--- src/rtl/cordic_pkg.sv ---
// Shared types for the iterative CORDIC engine: controller state encoding and
// operating-mode constants used by the controller, datapath and bench.
package cordic_pkg;

  typedef enum logic [2:0] {
    ST_IDLE   = 3'd0,
    ST_LOAD   = 3'd1,
    ST_PREROT = 3'd2,
    ST_ITER   = 3'd3,
    ST_SCALE  = 3'd4,
    ST_DONE   = 3'd5
  } cordic_state_e;

  localparam logic MODE_ROT = 1'b0;
  localparam logic MODE_VEC = 1'b1;

endpackage

--- src/rtl/cordic_step_counter.sv ---
// Micro-rotation step index: cleared when an operation is accepted, advanced
// once per ITER cycle, and saturating at ITER-1 where last is raised.
module cordic_step_counter #(
  parameter int ITER  = 16,
  parameter int IDX_W = 4
) (
  input  logic             clk,
  input  logic             rst_n,
  input  logic             clr,
  input  logic             en,
  output logic [IDX_W-1:0] cnt,
  output logic             last
);

  localparam logic [IDX_W-1:0] LAST_IDX = IDX_W'(ITER - 1);

  always_ff @(posedge clk or negedge rst_n) begin
    if (!rst_n) begin
      cnt <= '0;
    end else if (clr) begin
      cnt <= '0;
    end else if (en && !last) begin
      cnt <= cnt + IDX_W'(1);
    end
  end

  assign last = (cnt == LAST_IDX);

endmodule

--- src/rtl/cordic_iter_ctrl.sv ---
// Sequencer for the iterative CORDIC datapath: load, pre-rotation, ITER
// micro-rotations steered by live sign feedback, gain scaling, then a held response.
module cordic_iter_ctrl
  import cordic_pkg::*;
#(
  parameter int ITER  = 16,
  parameter int IDX_W = 4
) (
  input  logic             clk,
  input  logic             rst_n,
  input  logic             req_valid,
  output logic             req_ready,
  input  logic             req_mode,
  input  logic             flush,
  input  logic             fb_x_neg,
  input  logic             fb_y_neg,
  input  logic             fb_z_neg,
  input  logic             fb_z_big,
  output logic             dp_load,
  output logic             dp_prerot,
  output logic             dp_step,
  output logic             dp_dir,
  output logic [IDX_W-1:0] dp_shift,
  output logic             dp_scale,
  output logic             rsp_valid,
  input  logic             rsp_ready,
  output logic             busy
);

  if (ITER < 1 || ITER > (2 ** IDX_W)) begin : g_bad_iter
    $error("cordic_iter_ctrl: ITER must lie in 1..2**IDX_W");
  end

  cordic_state_e    state;
  cordic_state_e    state_nxt;
  logic             mode_q;
  logic             accept;
  logic [IDX_W-1:0] step_idx;
  logic             step_last;

  // A flush in IDLE suppresses acceptance so an aborted request cannot slip in.
  assign accept = (state == ST_IDLE) && req_valid && !flush;

  cordic_step_counter #(
    .ITER  (ITER),
    .IDX_W (IDX_W)
  ) u_step_counter (
    .clk   (clk),
    .rst_n (rst_n),
    .clr   (accept),
    .en    (state == ST_ITER),
    .cnt   (step_idx),
    .last  (step_last)
  );

  always_ff @(posedge clk or negedge rst_n) begin
    if (!rst_n) begin
      state  <= ST_IDLE;
      mode_q <= MODE_ROT;
    end else begin
      state <= state_nxt;
      if (accept) begin
        mode_q <= req_mode;
      end
    end
  end

  always_comb begin
    state_nxt = state;
    if (state != ST_IDLE && flush) begin
      state_nxt = ST_IDLE;
    end else begin
      unique case (state)
        ST_IDLE:   if (accept) state_nxt = ST_LOAD;
        ST_LOAD:   state_nxt = ST_PREROT;
        ST_PREROT: state_nxt = ST_ITER;
        ST_ITER:   if (step_last) state_nxt = ST_SCALE;
        ST_SCALE:  state_nxt = ST_DONE;
        ST_DONE:   if (rsp_ready) state_nxt = ST_IDLE;
        default:   state_nxt = ST_IDLE;
      endcase
    end
  end

  // Strobes decode registered state; only direction and pre-rotation look at live feedback.
  always_comb begin
    req_ready = 1'b0;
    busy      = 1'b1;
    dp_load   = 1'b0;
    dp_prerot = 1'b0;
    dp_step   = 1'b0;
    dp_dir    = 1'b0;
    dp_shift  = '0;
    dp_scale  = 1'b0;
    rsp_valid = 1'b0;
    unique case (state)
      ST_IDLE: begin
        req_ready = 1'b1;
        busy      = 1'b0;
      end
      ST_LOAD:   dp_load = 1'b1;
      ST_PREROT: dp_prerot = (mode_q == MODE_VEC) ? fb_x_neg : fb_z_big;
      ST_ITER: begin
        dp_step  = 1'b1;
        dp_shift = step_idx;
        dp_dir   = (mode_q == MODE_VEC) ? fb_y_neg : !fb_z_neg;
      end
      ST_SCALE:  dp_scale = 1'b1;
      ST_DONE:   rsp_valid = 1'b1;
      default: begin
        req_ready = 1'b0;
      end
    endcase
  end

endmodule

--- config.mk ---
export PLATFORM = sky130hd
export DESIGN_NAME = cordic_iter_ctrl
export DESIGN_NICKNAME = d
export VERILOG_FILES = /design/src/rtl/cordic_pkg.sv /design/src/rtl/cordic_step_counter.sv /design/src/rtl/cordic_iter_ctrl.sv
export SDC_FILE = /design/constraint.sdc
export NUM_CORES = 1
export LEC_CHECK = 0
export ABC_AREA = 1
export BUFFER_PORTS_ARGS = -buffer_cell sky130_fd_sc_hd__buf_2
export CAP_MARGIN = 20
export CORE_AREA = 2 2 39 41
export CTS_CLUSTER_SIZE = 20
export DETAILED_ROUTE_END_ITERATION = 12
export DIE_AREA = 0 0 41 43
export GPL_TIMING_DRIVEN = 0
export PLACE_DENSITY_LB_ADDON = 0.3
export SLEW_MARGIN = 30
export SYNTH_ARGS = -nofsm -noshare
export SYNTH_HDL_FRONTEND = slang
export SYNTH_SLANG_ARGS = --single-unit
--- constraint.sdc ---
create_clock -name clk -period 1.35 [get_ports clk]
set_input_delay 0 -clock clk [delete_from_list [all_inputs] [get_ports clk]]
set_output_delay 0 -clock clk [all_outputs]
set_load 0.1 [all_outputs]
==> results.toml <==
[layout]
antenna_cells = 0
drive_gt1_share_pct = 49.6
utilization_pct = 75.0
design_area_um2 = 1040
area_growth_pct = 93.0
nNetsFinal = 129
layout.cells.non_filler = 133

[timing]
slew_violations = 0
relSlewSlack_pct = 80.1
skew_ns = 0.00671
finalCritPeriodShare_pct = 103
fmax_mhz = 717
whs_ns = 0.0218
rsz0062_at_grt = "true"
tightest_slew_ns = 0.300
setup_slack_ns = -0.0450
fin_crit_ns = 1.39
setup_viol = 3
hold_viol = 0

[global_route]
grt_use_met1_pct = 24.7
grt_max_degree = 9
top_usage_layer = "met2"
gr-usage-met3_pct = 1.57
met2_usage_pct = 33.4
grtUsageTotal_pct = 20.2
grt-ovfl-total = 0
grt_pass1_vias = 594
antenna_found_initial = 0
grt_pass1_wl_mm = 2.41

[worst_setup_path]
start_kind = "flop"
crit_fanout = 7
worstPathArrival_ns = 1.39
critical_path_class = "reg2out"
cp.required_ns = 1.35
endpoint_kind = "primary output"

[floorplan]
fp.dieH_um = 43
die-area_um2 = 1760
initial_core_util_pct = 38.9
die_w_um = 41
core-area_um2 = 1380
num_rows = 14
ios = 22

[clocking]
clockBufferDepth = 2
htree_num_levels = 1
cts_sinks = 8
cts_root_buf = "clkbuf_4"
cts_buffers = 3
insertion_delay_ns = 0.26
clk_transition_reported_paths_ns = 0.06
cts_tree = "done"

[drt]
wl_mm = 1.74
wl_per_cell_um = 13.1
dr.pass1.iters = 4
vias = 665
drc = 0
final_antenna_net_count = 0
drtIter0Drc = 12
vias_per_cell = 5.00

[run_status]
violations = "setup timing"
status = "finished with violations"

[place]
dp_cells = 119
place_area_um2 = 761
portBuffers = 21
place_congestion = 0.814
dp_hpwl_mm = 1.04

[yosys]
synth_top_area_share_pct = 37.2
yosysWarnings = 0
synth_seq_cells = 8
synth_top_area_cell = "dfrtp_1"
synth_nets = 93
syn_avg_cell_area_um2 = 6.56
ys_types = 17
syn_inst = 82
synth_area_leaders = "dfrtp_1 (37%), nand2_1 (16%), inv_1 (9.1%), nor2_1 (8.4%), nand3_1 (7.4%)"
synthesis.area_um2 = 538
synth-seq-area-share_pct = 37.2

[min_path]
hold_path_class = "in2reg"

[flow_run]
max_cap_violations = 0
[layer usage]
metal,vias up,routed length [µm]
met3,2,90
met2,26,962
met1,312,674
met5,-,0
met4,0,12
li1,325,-
[final timing paths]
kind / startpoint / end / slack [ns] / cells after the start
max: state[0] / dp_dir / -0.04 / 3
min: rsp_ready / state[2] / 0.02 / 4
max reg2reg: u_step_counter.cnt[1] / u_step_counter.cnt[2] / 0.01 / 6
min reg2reg: u_step_counter.cnt[3] / u_step_counter.cnt[3] / 0.59 / 3
max in group asynchronous: rst_n / state[0] / 1.03 / 2
min in group asynchronous: rst_n / mode_q / 0.13 / 2
[layout by cell type, fill, tap and decap left out]
| cell type | netlist | routed |
|---|---|---|
| nand4_1 | 1 | 1 |
| nand3_1 | 8 | 6 |
| buf_8 | 0 | 1 |
| nand2_4 | 1 | 1 |
| nand2_1 | 23 | 21 |
| o21ai_0 | 2 | 2 |
| nand3_2 | 0 | 1 |
| nand2_8 | 0 | 1 |
| a21oi_1 | 4 | 3 |
| inv_1 | 13 | 11 |
| a211oi_4 | 0 | 1 |
| clkbuf_1 | 0 | 1 |
| buf_12 | 0 | 9 |
| nor2_2 | 1 | 5 |
| nand3_4 | 0 | 1 |
| buf_4 | 0 | 6 |
| dfrtp_2 | 0 | 3 |
| buf_2 | 0 | 9 |
| o21ai_2 | 1 | 1 |
| nor2_4 | 1 | 4 |
| clkinvlp_4 | 0 | 1 |
| clkbuf_4 | 0 | 4 |
| buf_6 | 0 | 3 |
| o21ai_1 | 2 | 2 |
| nand2_2 | 1 | 2 |
| nor2_1 | 12 | 5 |
| dlygate4sd3_1 | 0 | 2 |
| dfrtp_1 | 8 | 5 |
| ha_2 | 0 | 1 |
| inv_2 | 2 | 2 |
| a21oi_4 | 0 | 1 |
| clkinv_4 | 0 | 1 |
[worst max-delay path, stage by stage, from the launching register on]
cell      delay [ns]
dfrtp_2         0.47
nand3_4         0.17
a211oi_4        0.28
buf_12          0.21
[synthesized netlist by cell type]
master	instances
nand2_1	23
inv_1	13
nor2_1	12
dfrtp_1	8
nand3_1	8
a21oi_1	4
inv_2	2
o21ai_0	2
o21ai_1	2
a211oi_1	1
ha_1	1
nand2_2	1
nand2_4	1
nand4_1	1
nor2_2	1
nor2_4	1
o21ai_2	1
[repair_timing]
action	4_1_cts	5_1_grt
hold buffers	2	0
endpoints found under the setup margin	12	15
setup buffers	2	6
pin swaps	1	3
gates resized for setup	25	18
endpoints found under the hold margin	9	0
[registers in the layout, summed over array words and instances (netlist names)]
signal	flops
u_step_counter.cnt	4
mode_q	1
state	3
[kinds of logic after synthesis]
| kind of cell | after synthesis | share of synthesized area (%) |
|---|---|---|
| simple gates | 48 | 39.5 |
| buf+inv | 15 | 10.5 |
| compound gates | 10 | 10.5 |
| flops | 8 | 37.2 |
| fa+ha+maj | 1 | 2.33 |
[metrics by stage]
stage | TNS, ns | setup slack (ns)
after global placement | -0.0773 | -0.0773
final | -0.0987 | -0.0450
after global routing | -0.456 | -0.113
after floorplan | -2.16 | -0.243
after detailed placement | -0.0847 | -0.0847
after CTS | -0.0676 | -0.0478
[layout make-up]
cell class	instances	area, µm²
Fill cell	100	345
Clock buffer	4	26.3
Timing Repair Buffer	31	347
Inverter	15	65.1
Tap cell	16	20.0
Multi-Input combinational cell	59	377
Sequential cell	8	204
Power is not shown: default switching activity piles up to over one toggle a cycle in this logic, so the estimate is an artifact.
